--- src/rtl/rect_pos_ctl.sv ---
// ---------------------------------------------------------------------------
// rect_pos_ctl
//
// Purpose:
//   Frame-synchronous position controller for the rectangle draw stage.
//   In FOLLOW the rectangle tracks the mouse, clamped so it stays fully
//   visible. A left click drops it under gravity to the screen floor
//   (FALL -> LANDED). Another click returns it to mouse-follow. xpos, ypos,
//   velocity and state change only on the frame tick at vblank start, so the
//   draw stage never sees a position change partway through a frame.
//
// Optional feature:
//   RECT_BOUNCE_EN - when defined, a floor impact at or above BOUNCE_MIN
//   px/frame bounces the rectangle up (RISE) at half the impact speed. The
//   BOUNCE_MIN parameter exists only in that build.
//
// Ports:
//   pclk        in   1   pixel clock, rising edge
//   rst         in   1   synchronous reset, active low
//   mouse_xpos  in  12   raw mouse x
//   mouse_ypos  in  12   raw mouse y
//   mouse_left  in   1   left button level (pclk domain)
//   vblnk_in    in   1   vertical blank from the timing generator
//   xpos        out 12   rectangle left edge
//   ypos        out 12   rectangle top edge
//   state_out   out  2   debug: FOLLOW=0, FALL=1, LANDED=2, RISE=3
// ---------------------------------------------------------------------------
module rect_pos_ctl #(
    parameter int unsigned H_ACTIVE    = 800,
    parameter int unsigned V_ACTIVE    = 600,
    parameter int unsigned RECT_WIDTH  = 64,
    parameter int unsigned RECT_HEIGHT = 64,
    parameter int unsigned GRAVITY     = 1,
    parameter int unsigned VMAX        = 32
`ifdef RECT_BOUNCE_EN
    ,
    parameter int unsigned BOUNCE_MIN  = 4
`endif
) (
    input  logic        pclk,
    input  logic        rst,
    input  logic [11:0] mouse_xpos,
    input  logic [11:0] mouse_ypos,
    input  logic        mouse_left,
    input  logic        vblnk_in,
    output logic [11:0] xpos,
    output logic [11:0] ypos,
    output logic [1:0]  state_out
);

    typedef enum logic [1:0] {
        FOLLOW = 2'd0,
        FALL   = 2'd1,
        LANDED = 2'd2,
        RISE   = 2'd3
    } state_t;

    localparam logic [11:0] XMAX   = 12'(H_ACTIVE - RECT_WIDTH);
    localparam logic [11:0] FLOOR  = 12'(V_ACTIVE - RECT_HEIGHT);
    localparam logic [5:0]  GRAV6  = 6'(GRAVITY);
    localparam logic [5:0]  VMAX6  = 6'(VMAX);
`ifdef RECT_BOUNCE_EN
    localparam logic [5:0]  BMIN6  = 6'(BOUNCE_MIN);
`endif

    // Registered state
    logic        r_vblnk_d;
    logic        r_armed;
    logic        r_left_d;
    logic        r_click_pend;
    state_t      r_state;
    logic [11:0] r_xpos;
    logic [11:0] r_ypos;
    logic [5:0]  r_vel;

    // Combinational
    logic        w_tick;
    logic        w_click_edge;
    logic        w_click;
    logic [11:0] w_x_clamp;
    logic [11:0] w_y_clamp;
    logic [6:0]  w_vel_sum;
    logic [5:0]  w_vel_inc;
    logic [12:0] w_y_drop;
`ifdef RECT_BOUNCE_EN
    logic [11:0] w_y_rise;
    logic [5:0]  w_vel_dec;
`endif
    state_t      w_state_next;
    logic [11:0] w_xpos_next;
    logic [11:0] w_ypos_next;
    logic [5:0]  w_vel_next;

    // r_armed stays low until vblnk_in has been seen low after reset, so a
    // vblank that is already high when reset releases does not tick.
    assign w_tick       = vblnk_in & ~r_vblnk_d & r_armed;
    assign w_click_edge = mouse_left & ~r_left_d;
    // An edge on the tick cycle is consumed by that tick directly.
    assign w_click      = r_click_pend | w_click_edge;

    assign w_x_clamp = (mouse_xpos > XMAX)  ? XMAX  : mouse_xpos;
    assign w_y_clamp = (mouse_ypos > FLOOR) ? FLOOR : mouse_ypos;

    // Velocity update saturates at VMAX; carry kept in bit 6.
    assign w_vel_sum = {1'b0, r_vel} + {1'b0, GRAV6};
    assign w_vel_inc = (w_vel_sum > {1'b0, VMAX6}) ? VMAX6 : w_vel_sum[5:0];
    // 13-bit sum so a fast fall near the bottom cannot wrap past the floor.
    assign w_y_drop  = {1'b0, r_ypos} + {7'b0, w_vel_inc};

`ifdef RECT_BOUNCE_EN
    assign w_y_rise  = (r_ypos > {6'b0, r_vel}) ? (r_ypos - {6'b0, r_vel}) : '0;
    assign w_vel_dec = (r_vel > GRAV6) ? (r_vel - GRAV6) : '0;
`endif

    always_comb begin
        w_state_next = r_state;
        w_xpos_next  = r_xpos;
        w_ypos_next  = r_ypos;
        w_vel_next   = r_vel;
        if (w_tick) begin
            case (r_state)
                FOLLOW: begin
                    w_xpos_next = w_x_clamp;
                    w_ypos_next = w_y_clamp;
                    if (w_click) begin
                        w_vel_next   = '0;
                        w_state_next = FALL;
                    end
                end
                FALL: begin
                    if (w_y_drop >= {1'b0, FLOOR}) begin
                        w_ypos_next = FLOOR;
`ifdef RECT_BOUNCE_EN
                        if (w_vel_inc >= BMIN6) begin
                            w_vel_next   = w_vel_inc >> 1;
                            w_state_next = RISE;
                        end else begin
                            w_vel_next   = '0;
                            w_state_next = LANDED;
                        end
`else
                        w_vel_next   = '0;
                        w_state_next = LANDED;
`endif
                    end else begin
                        w_ypos_next = w_y_drop[11:0];
                        w_vel_next  = w_vel_inc;
                    end
                end
                LANDED: begin
                    // Mouse position is picked up on the following tick.
                    if (w_click) begin
                        w_state_next = FOLLOW;
                    end
                end
                RISE: begin
`ifdef RECT_BOUNCE_EN
                    w_ypos_next = w_y_rise;
                    w_vel_next  = w_vel_dec;
                    if (w_vel_dec == '0) begin
                        w_state_next = FALL;
                    end
`else
                    w_state_next = FOLLOW;
`endif
                end
                default: begin
                    w_state_next = FOLLOW;
                end
            endcase
        end
    end

    always_ff @(posedge pclk) begin
        if (!rst) begin
            r_vblnk_d    <= 1'b0;
            r_armed      <= 1'b0;
            r_left_d     <= 1'b0;
            r_click_pend <= 1'b0;
            r_state      <= FOLLOW;
            r_xpos       <= '0;
            r_ypos       <= '0;
            r_vel        <= '0;
        end else begin
            r_vblnk_d <= vblnk_in;
            r_armed   <= r_armed | ~vblnk_in;
            r_left_d  <= mouse_left;
            // Clicks collapse into one pending flag, consumed at every tick
            // whether or not the current state acts on it.
            if (w_tick) begin
                r_click_pend <= 1'b0;
            end else if (w_click_edge) begin
                r_click_pend <= 1'b1;
            end
            r_state <= w_state_next;
            r_xpos  <= w_xpos_next;
            r_ypos  <= w_ypos_next;
            r_vel   <= w_vel_next;
        end
    end

    assign xpos      = r_xpos;
    assign ypos      = r_ypos;
    assign state_out = r_state;

endmodule

--- config.mk ---
export PLATFORM = sky130hd
export DESIGN_NAME = rect_pos_ctl
export DESIGN_NICKNAME = d
export VERILOG_FILES = /design/src/rtl/rect_pos_ctl.sv
export SDC_FILE = /design/constraint.sdc
export NUM_CORES = 1
export LEC_CHECK = 0
export CAP_MARGIN = 20
export CORE_MARGIN = 3
export CORE_UTILIZATION = 49
export DETAILED_ROUTE_END_ITERATION = 10
export GPL_TIMING_DRIVEN = 1
export PLACE_DENSITY_LB_ADDON = 0.25
export SYNTH_ARGS = -nofsm -noshare
export SYNTH_HDL_FRONTEND = slang
export SYNTH_SLANG_ARGS = --single-unit
--- constraint.sdc ---
create_clock -name pclk -period 5.3 [get_ports pclk]
set_input_delay 1.06 -clock pclk [delete_from_list [all_inputs] [get_ports pclk]]
set_output_delay 1.06 -clock pclk [all_outputs]
set_load 0.01 [all_outputs]
# Yosys cells after proc, flatten, opt, wreduce, memory -nomap -nowiden
# Cells that the tools add are included.
# op_classes
add_sub_neg	2
magnitude_cmp	4
n_eq_ne	6
mux	12
n_bitwise	9
reduce_logical	7
# ops
op	n
12-bit 2-to-1 mux	3
12-bit by 10-bit greater-than comparator with 1-bit output (second input constant)	2
12-bit case mux with 2 select lines	1
6-bit 2-to-1 mux	3
12-bit by 6-bit adder with 13-bit output	1
13-bit by 10-bit greater-or-equal comparator with 1-bit output (second input constant)	1
6-bit case mux with 2 select lines	1
2-bit case mux with 4 select lines	1
6-bit by 1-bit adder with 7-bit output (second input constant)	1
7-bit by 6-bit greater-than comparator with 1-bit output (second input constant)	1
2-bit 2-to-1 mux	3
2-bit != test (second input constant)	3
2-bit equality test (second input constant)	2
1-bit NOT	4
2-bit AND reduction	2
4-bit AND reduction	1
1-bit AND	3
3-bit AND reduction	1
2-bit by 1-bit equality test with 1-bit output (second input constant)	1
2-bit logical NOT	1
1-bit OR	2
2-bit nonzero test	1
2-bit OR reduction	1
# word_totals
ff_bits	36
input_bits	28
out_inout_bits	26
wordCells	48

# Logic depth before layout (Yosys ltp)
# Gate-level depths: netlist of run 1.
# logic_depth
ltp_word	7
depth_mapped	16
ltp_nobuf	15

# Least setup slack after synthesis of run 1
# OpenSTA, ideal clock, no wires.
# synth_path
kind	reg2reg
start	register r_vel[0]
end	register r_ypos[4], in the netlist ypos[4]
setup_time_ns	0.120
t_arrival_ns	3.563
t_required_ns	5.180
slack_ns	1.617
stages_incl_launch_ff	15
path_buffers	0
synth_period_minus_slack_ns	3.683
path_cell_list	dfxtp_1 > ha_1 > nor2b_1 > a21oi_1 > o21ai_0 > nand2_1 > inv_1 > ha_1 > a21o_2 > a211oi_1 > nor4_1 > or4_4 > o41ai_4 > nand2_4 > o31a_1
# synth_via
elab_chain_len	7
# synth_rtl
element	line_no	text
start, declared	74	logic [5:0] r_vel;
start signal, assigned	198	r_vel <= w_vel_next;
6-bit by 1-bit adder with 7-bit output (*)	105	assign w_vel_sum = {1'b0, r_vel} + {1'b0, GRAV6};
7-bit by 6-bit greater-than comparator with 1-bit output	106	assign w_vel_inc = (w_vel_sum > {1'b0, VMAX6}) ? VMAX6 : w_vel_sum[5:0];
6-bit 2-to-1 mux (*)	106	
12-bit by 6-bit adder with 13-bit output (*)	108	assign w_y_drop = {1'b0, r_ypos} + {7'b0, w_vel_inc};
13-bit by 10-bit greater-or-equal comparator with 1-bit output	131	if (w_y_drop >= {1'b0, FLOOR}) begin
12-bit 2-to-1 mux (*)	131	
12-bit case mux with 2 select lines (*)	121	case (r_state)
end signal, assigned	197	r_ypos <= w_ypos_next;
end, declared	73	logic [11:0] r_ypos;
# Mark *: on every way between the ends. The rest lies on a longest branch, timed or not.
# A chain may end at the register's enable or synchronous reset.

# Final worst setup path of run 1
# layout_path
start	register r_vel[2]
end	register r_vel[4]
# layout_via
elab_chain_len	7
# layout_rtl
element	line_no
6-bit by 1-bit adder with 7-bit output (*)	105
7-bit by 6-bit greater-than comparator with 1-bit output	106
6-bit 2-to-1 mux (*)	106
12-bit by 6-bit adder with 13-bit output	108
13-bit by 10-bit greater-or-equal comparator with 1-bit output	131
6-bit 2-to-1 mux (*)	131
6-bit case mux with 2 select lines (*)	121
# Marks and branches as above.

==> out/summary.txt, run 1 <==
routed wire length per instance = 16.4 um
Tightest Pin Transition = 1030 ps
Area Overhead vs Synth = 30.7%
Clk pwr share = 37.9%
first-pass GRT wire length = 9.38 mm
Final ANT Viol Nets = 0
Comb power frac = 17.0%
GPL Wtd Cong = 0.890
postcts setup bufs = 0
# DRC = 0
Initial Utilization = 52.5%
Max-slew headroom = 31.1%
most frequent cells after synthesis = dfxtp_1 (36), nor2_1 (21), nand2_1 (17), a21oi_1 (16), nand3_1 (15)
switch share = 26.3%
top cell family by delay on the critical path = compound AO/OA/AOI/OAI gates
Die H = 72.6 um
Hold Path Class = reg -> reg
post-synthesis sequential area ratio = 33.1%
# Max-Cap Violations = 0
Mapped Nets = 295
R2R Path Start = r_vel[2]
Worst path slowest cell = o41ai_4
Pre-Repair DR Iteration Count = 4
Hold Startpoint = r_armed
CTS buffer count = 5
Hold Crit Endpoint = r_armed
vias post-DR = 2,169
crit path max fanout = 10
crit path buf inv count = 1
Synth area leaders = dfxtp_1 (33%), ha_1 (4.6%), a21oi_1 (3.7%), nor2_1 (3.6%), nand3_1 (3.5%)
cell mode on critical path = nor2_1
Nets = 346
Unique masters post-synth = 61
CORE AREA = 4140 um2
total wire length = 5.90 mm
status = finished, final reports clean
final setup vio count = 0
share of synthesized registers carrying an async set or reset = 0%
critical setup path kind = reg -> reg
largest stage delay on the critical path = 540 ps
n_diodes = 0
Critical Path AT = 4520 ps
leakage = 1.07 nW
# hold bufs at CTS = 0
Synth Warn # = 0
Pwr Total = 643 uW
largest net degree at the start of global routing = 42
1st-iter DRT viols = 165
Reg2Reg Capture Point = r_vel[4]
PD cells = 226 nW/um2
RSZ-0062 raised after global routing = no
crit start category = register
Crit path required time = 5490 ps
vias in the first global route = 1,933
die area = 5270 um2
fmax = 231 MHz
vias per std cell = 6.03
clk buf depth = 2
Reg clk slew, reported paths = 80 ps
fraction of layout cells with a size suffix above 1 = 9.03%
Post-DP HPWL = 4.28 mm
Remaining Overflow, GRT = 0
count leader, synth = dfxtp_1
initial antenna violation count = 0
Tmin final = 4330 ps
post-route setup slack = 970 ps
switching pwr = 169 uW
peak supply drop = 0.210 mV
pre-CTS setup slack = 1030 ps
Mean Syn Cell Area = 8.43 um2
Post-synth EDFFs = 0
CP endpoint kind = register
num rows = 23
Tot GR Track Use = 22.5%
Synth Cell Area = 2170 um2
H-tree Lvls = 2
reg-to-reg setup timing slack = 970 ps
final hold violations = 0
Syn Inst Count = 258
final worst-path cycle share = 81.7%
Yosys top cell area share = 33.1%
WHS Path Cells = 2
root buf cell = clkbuf_8
P_int = 474 uW
CTS tree = built
port buffer count = 53
top_reg_cell synth = dfxtp_1
count of pins over their slew limit = 0
crit-path cells = nand3_1, nor2_1, nor2_1, a21oi_1, o21ai_0, nand2_1, inv_1, ha_1, a21o_2, a211oi_1, nor4_1, or4_4, o41ai_4, nand2_4, o41ai_1
clk_skew = 10.7 ps
Sink Count = 36
reg2reg path depth = 15
post-cts resize count = 0
Clk Latency, worst-skew pair = 300 ps
Reg power frac = 45.1%
Setup TNS = 0 ps
die width = 72.6 um
# IOs = 54
flops & latches, synth = 36
Yosys top cell by area = dfxtp_1
-- kinds of logic (layout without fill, tap and decap cells) --
logic type	count (synthesis)	after routing	synth area share, %
flip-flops	36	36	33.1
buffers and inverters	21	73	4.26
AO/OA/AOI/OAI	83	83	28.9
adder cells (fa/ha/maj)	9	9	5.52
XOR/XNOR	9	9	3.62
AND/OR/NAND/NOR	100	100	24.6
-- metrics by stage --
step                hold WS, ps  instances  utilization [%]  area (um2)
finish                      470        360             68.6        2840
global route                500        360             68.6        2840
CTS                         466        360             68.6        2840
detailed placement          455        352             65.9        2730
global placement            443        352             65.9        2730
floorplan                   435        258                -        2170
-- layer usage --
metal / routed length [um] / part of all wire [%] / track usage (%)
met3: 393 / 6.7 / 4.68
met1: 2670 / 45 / 31.3
met5: 0 / 0 / 0
met4: 52 / 0.88 / 6.76
met2: 2780 / 47 / 35.0
-- flip-flops by register name, summed over array words and instances (netlist names) --
name          flops
r_armed           1
xpos             12
ypos             12
r_vel             6
r_left_d          1
r_click_pend      1
r_vblnk_d         1
state_out         2
-- tightest hold or removal path: stages, from the launching register on --
cell	delay, ps
dfxtp_1	320
inv_1	40
a21boi_0	70
-- layout make-up --
cell class                 instances  area [um2]
tap                               50        62.6
multi-input combinational        201        1360
clock inverter                     3        42.5
inverter                           9        33.8
clock buffer                       5        68.8
sequential                        36         721
fill                             366        1300
timing repair buffer              56         553
-- cells in the final DEF, fill, tap and decap left out, drive strengths merged, types with 4 or more instances in the layout --
cell           netlist  final
nand3               15     15
nor2                21     21
nor3                 4      4
nand2               18     18
a32oi                4      4
and3                 7      7
dfxtp               36     36
inv                  9      9
xor2                 4      4
clkdlybuf4s50        0     53
clkbuf               8      5
a22oi                5      5
a211oi               4      4
o21ai               15     15
a21oi               17     17
xnor2                5      5
nand3b               4      4
nor2b                9      9
a21boi               4      4
o41ai                4      4
and2                 4      4
ha                   8      8
-- how the worst max path moves through the flow --
stage                     endpoint  cells after the start      from  slack, ps
after floorplan            ypos[4]                     14  r_vel[0]       1620
after global placement     ypos[4]                     14  r_vel[0]       1240
after detailed placement   ypos[4]                     15  r_vel[2]       1030
after CTS                 r_vel[4]                     14  r_vel[0]       1010
after global routing      r_vel[2]                     15  r_vel[2]        610
final                     r_vel[4]                     15  r_vel[2]        970
-- power by group through the flow --
stage | registers (mW) | clock network (mW) | logic [mW]
after floorplan | 0.297 | 0 | 0.0533
after global placement | 0.296 | 0 | 0.106
after detailed placement | 0.296 | 0 | 0.107
after CTS | 0.290 | 0.245 | 0.109
after global routing | 0.292 | 0.259 | 0.117
final | 0.290 | 0.243 | 0.109
Note: power is estimated with default switching activity, not from simulation.
==> run 2: changes to the inputs <==
- clock period: 5.3 -> 4.3 ns (I/O delays scaled with it)
==> out/summary.txt, run 2 (synthesis gave the netlist of run 1 again) <==
Tightest Pin Transition = 733 ps
root buf cell = clkbuf_8
area of placed instances = 2750 um2
GPL Wtd Cong = 0.870
post-cts resize count = 0
PD cells = 275 nW/um2
status = finished, final reports clean
Fillers = 342
met2 usage = 34.5%
Reg clk slew, reported paths = 70 ps
Remaining Overflow, GRT = 0
Die H = 72.6 um
Sink Count = 36
crit path max fanout = 10
peak supply drop = 0.220 mV
Max-slew headroom = 50.6%
1st-iter DRT viols = 134
Nets = 351
leakage = 1.09 nW
Setup TNS = 0 ps
# Max-Cap Violations = 0
final hold violations = 0
critical setup path kind = reg -> reg
num rows = 23
vias post-DR = 2,184
vias per std cell = 5.98
initial antenna violation count = 0
Hold Path Class = reg -> reg
total wire length = 5.81 mm
first-pass GRT wire length = 9.45 mm
final setup vio count = 0
most frequent cells in the layout = clkdlybuf4s50_1 (53), dfxtp_1 (36), nor2_1 (21)
Tmin final = 3940 ps
Clk Latency, worst-skew pair = 290 ps
CP endpoint kind = register
die area = 5270 um2
# IOs = 54
fraction of layout cells with a size suffix above 1 = 10.2%
busiest grt layer = met2
fmax = 254 MHz
most common cell after layout, fill and taps aside = clkdlybuf4s50_1
clk_skew = 4.59 ps
RSZ-0062 raised after global routing = no
Pwr Total = 790 uW
CORE AREA = 4140 um2
Final ANT Viol Nets = 0
H-tree Lvls = 2
count of pins over their slew limit = 0
Initial Utilization = 52.5%
# DRC = 0
Area Overhead vs Synth = 32.3%
clk buf depth = 2
die width = 72.6 um
crit start category = register
met1 Usage GRT = 31.8%
final worst-path cycle share = 91.6%
CTS tree = built
port buffer count = 53
CTS buffer count = 5
Pre-Repair DR Iteration Count = 4
largest net degree at the start of global routing = 25
routed wire length per instance = 15.9 um
Post-DP HPWL = 4.29 mm
vias in the first global route = 1,987
n_diodes = 0
Crit path required time = 4480 ps
Tot GR Track Use = 22.6%
fin area = 2880 um2
Critical Path AT = 4120 ps
met3 GRT Util = 5.92%
-- run 2: cell count changes in the layout (fill, tap and decap cells not counted) --
cell / change
clkbuf_1: +1
buf_4: +5
clkinvlp_4: -1
-- run 2: final timing paths --
kind | from | end | slack (ps) | depth (start not counted)
worst max-delay path | r_vel[2] | r_vel[2] | 360 | 14
worst min register to register | xpos[8] | xpos[8] | 460 | 2
worst min-delay path | xpos[8] | xpos[8] | 460 | 2
worst max register to register | r_vel[2] | r_vel[2] | 360 | 14
-- run 2: report_power, final --
group	switching (mW)	leakage, nW	internal [mW]
logic	0.0680	0.746	0.0691
clock network	0.124	0.0552	0.172
registers	0.0120	0.293	0.345
total	0.204	1.09	0.587
-- run 2: layout make-up --
type | instances | area, um2 | share of cell area, %
clock inverters | 2 | 35.0 | 1.22
multi-input cells | 201 | 1360 | 47.3
inverters | 9 | 33.8 | 1.17
well taps | 50 | 62.6 | 2.17
flip-flops and latches | 36 | 721 | 25.1
clock buffers | 6 | 72.6 | 2.52
repair buffers | 61 | 591 | 20.5
-- run 2: layer usage --
layer / up-vias / part of all wire [%] / routed length [um]
met5: - / 0 / 0
met4: 0 / 1.2 / 68
met3: 7 / 6.6 / 381
met2: 68 / 45 / 2630
met1: 1027 / 47 / 2730
li1: 1082 / - / -
-- run 2: worst max-delay path, stage by stage, from the launching register on --
cell and delay [ps]:
dfxtp_1 450, nand3_1 140, xor2_1 300, nand2_1 90, o21ai_0 160, nand2_1 130
fa_1 450, nand2b_1 190, a21oi_1 290, o32ai_1 120, or4_4 550, o41ai_4 360
buf_4 190, nand2_4 100, o41ai_1 320
-- run 2: timing repair --
item                                    CTS  global route
buffers inserted                          0             2
hold buffers                              0             0
endpoints found under the setup margin    0             2
-- run 2: per-stage QoR --
stage / worst slack [ps] / cells / util, % / hold slack [ps]
finish: 360 / 365 / 69.4 / 462
CTS: 320 / 363 / 69.1 / 466
detailed placement: 374 / 355 / 66.5 / 457
global placement: 516 / 355 / 66.5 / 445
global route: 24.7 / 365 / 69.4 / 485
floorplan: 617 / 258 / - / 435
==> run 3: changes to the inputs <==
- GPL_TIMING_DRIVEN: 1 -> 0
==> out/summary.txt, run 3 (synthesis gave the netlist of run 1 again) <==
routed wire length per instance = 15.7 um
final hold violations = 0
first-pass GRT wire length = 9.54 mm
final worst-path cycle share = 92.2%
final setup vio count = 0
CORE AREA = 4140 um2
Tot GR Track Use = 22.8%
CTS buffer count = 5
Crit path required time = 4470 ps
most frequent cells in the layout = clkdlybuf4s50_1 (53), dfxtp_1 (36), nor2_1 (20)
vias in the first global route = 2,053
Fillers = 337
Clk Latency, worst-skew pair = 290 ps
CTS tree = built
clk buf depth = 2
Area Overhead vs Synth = 33.1%
port buffer count = 53
Pwr Total = 730 uW
Final ANT Viol Nets = 0
Tightest Pin Transition = 692 ps
Critical Path AT = 4140 ps
H-tree Lvls = 2
total wire length = 5.84 mm
PD cells = 252 nW/um2
Remaining Overflow, GRT = 0
Reg clk slew, reported paths = 70 ps
# DRC = 0
Tmin final = 3970 ps
die area = 5270 um2
Max-slew headroom = 53.4%
Hold Path Class = reg -> reg
leakage = 1.09 nW
Die H = 72.6 um
crit start category = register
root buf cell = clkbuf_8
fmax = 252 MHz
most common cell after layout, fill and taps aside = clkdlybuf4s50_1
Sink Count = 36
# IOs = 54
critical setup path kind = reg -> reg
Nets = 358
fraction of layout cells with a size suffix above 1 = 10.6%
num rows = 23
vias post-DR = 2,167
GPL Wtd Cong = 0.897
peak supply drop = 0.213 mV
Pre-Repair DR Iteration Count = 4
Post-DP HPWL = 4.42 mm
CP endpoint kind = register
# Max-Cap Violations = 0
crit path max fanout = 10
Final Hold Slack = 469 ps
largest net degree at the start of global routing = 13
n_diodes = 0
vias per std cell = 5.83
count of pins over their slew limit = 0
clk_skew = 7.53 ps
die width = 72.6 um
Initial Utilization = 52.5%
status = finished, final reports clean
initial antenna violation count = 0
1st-iter DRT viols = 159
## run 3: changes by cell type in the layout (fill, tap and decap cells not counted)
cell	before	now
a21oi_1	16	15
a21oi_4	0	1
buf_2	0	2
buf_4	8	3
buf_6	0	1
bufinv_16	1	0
clkbuf_1	1	8
clkdlybuf4s15_2	0	1
clkinv_2	1	2
clkinv_4	0	1
nor2_1	21	20
nor2_2	0	1
## run 3: timing repair
action                                  4_1_cts  5_1_grt
hold buffers                                  0        0
endpoints found under the setup margin        6       15
resized for setup                             1        2
pin swaps                                     0        1
buffers inserted                              0        2
endpoints found under the hold margin         0        0
## run 3: critical path: stages, from the launching register on
cell	delay [ps]
dfxtp_1	440
nand3_1	160
nor2_2	220
nor2_1	100
a21oi_4	260
o21ai_0	140
nand2_1	160
inv_1	60
ha_1	280
a21o_2	230
a211oi_1	300
nor4_1	80
or4_4	520
o41ai_4	280
buf_4	210
nand2_4	110
o31a_1	310
## run 3: through the flow
stage	cells	TNS (ps)	worst slack [ps]	cell area, um2	util [%]
after floorplan	258	0	617	2170	-
after global placement	361	0	18.3	2770	66.8
after detailed placement	362	-373	-91.0	2780	67.1
after CTS	370	0	122	2870	69.3
after global routing	372	-27.5	-15.6	2900	69.9
final	372	0	335	2900	69.9
## run 3: report_power, final
| group | internal, mW | switching, mW | total (mW) |
|---|---|---|---|
| Sequential | 0.345 | 0.0107 | 0.356 |
| Combinational | 0.0684 | 0.0699 | 0.138 |
| Clock | 0.113 | 0.123 | 0.236 |
| Total | 0.527 | 0.203 | 0.730 |
## run 3: layer usage
layer	share of wire, %	GRT usage, %	wire (um)	vias to the layer above
met1	48	31.8	2780	1005
met4	1.2	7.17	68	0
li1	-	-	-	1094
met5	0	0	0	-
met3	5.3	3.86	308	8
met2	46	35.9	2680	60
## run 3: layout make-up
class | instances | area, um2 | share of cell area, %
buffer | 12 | 58.8 | 2.03
inverter | 9 | 33.8 | 1.17
timing repair buffer | 56 | 557 | 19.2
sequential | 36 | 721 | 24.9
multi-input combinational | 201 | 1380 | 47.5
tap | 50 | 62.6 | 2.16
clock inverter | 3 | 18.8 | 0.648
clock buffer | 5 | 68.8 | 2.38
## run 3: final timing paths
check	from	to	slack [ps]	cells past startpoint
worst max-delay path	r_vel[2]	ypos[4]	330	16
worst min-delay path	xpos[8]	xpos[8]	470	2
worst max register to register	r_vel[2]	ypos[4]	330	16
worst min register to register	xpos[8]	xpos[8]	470	2
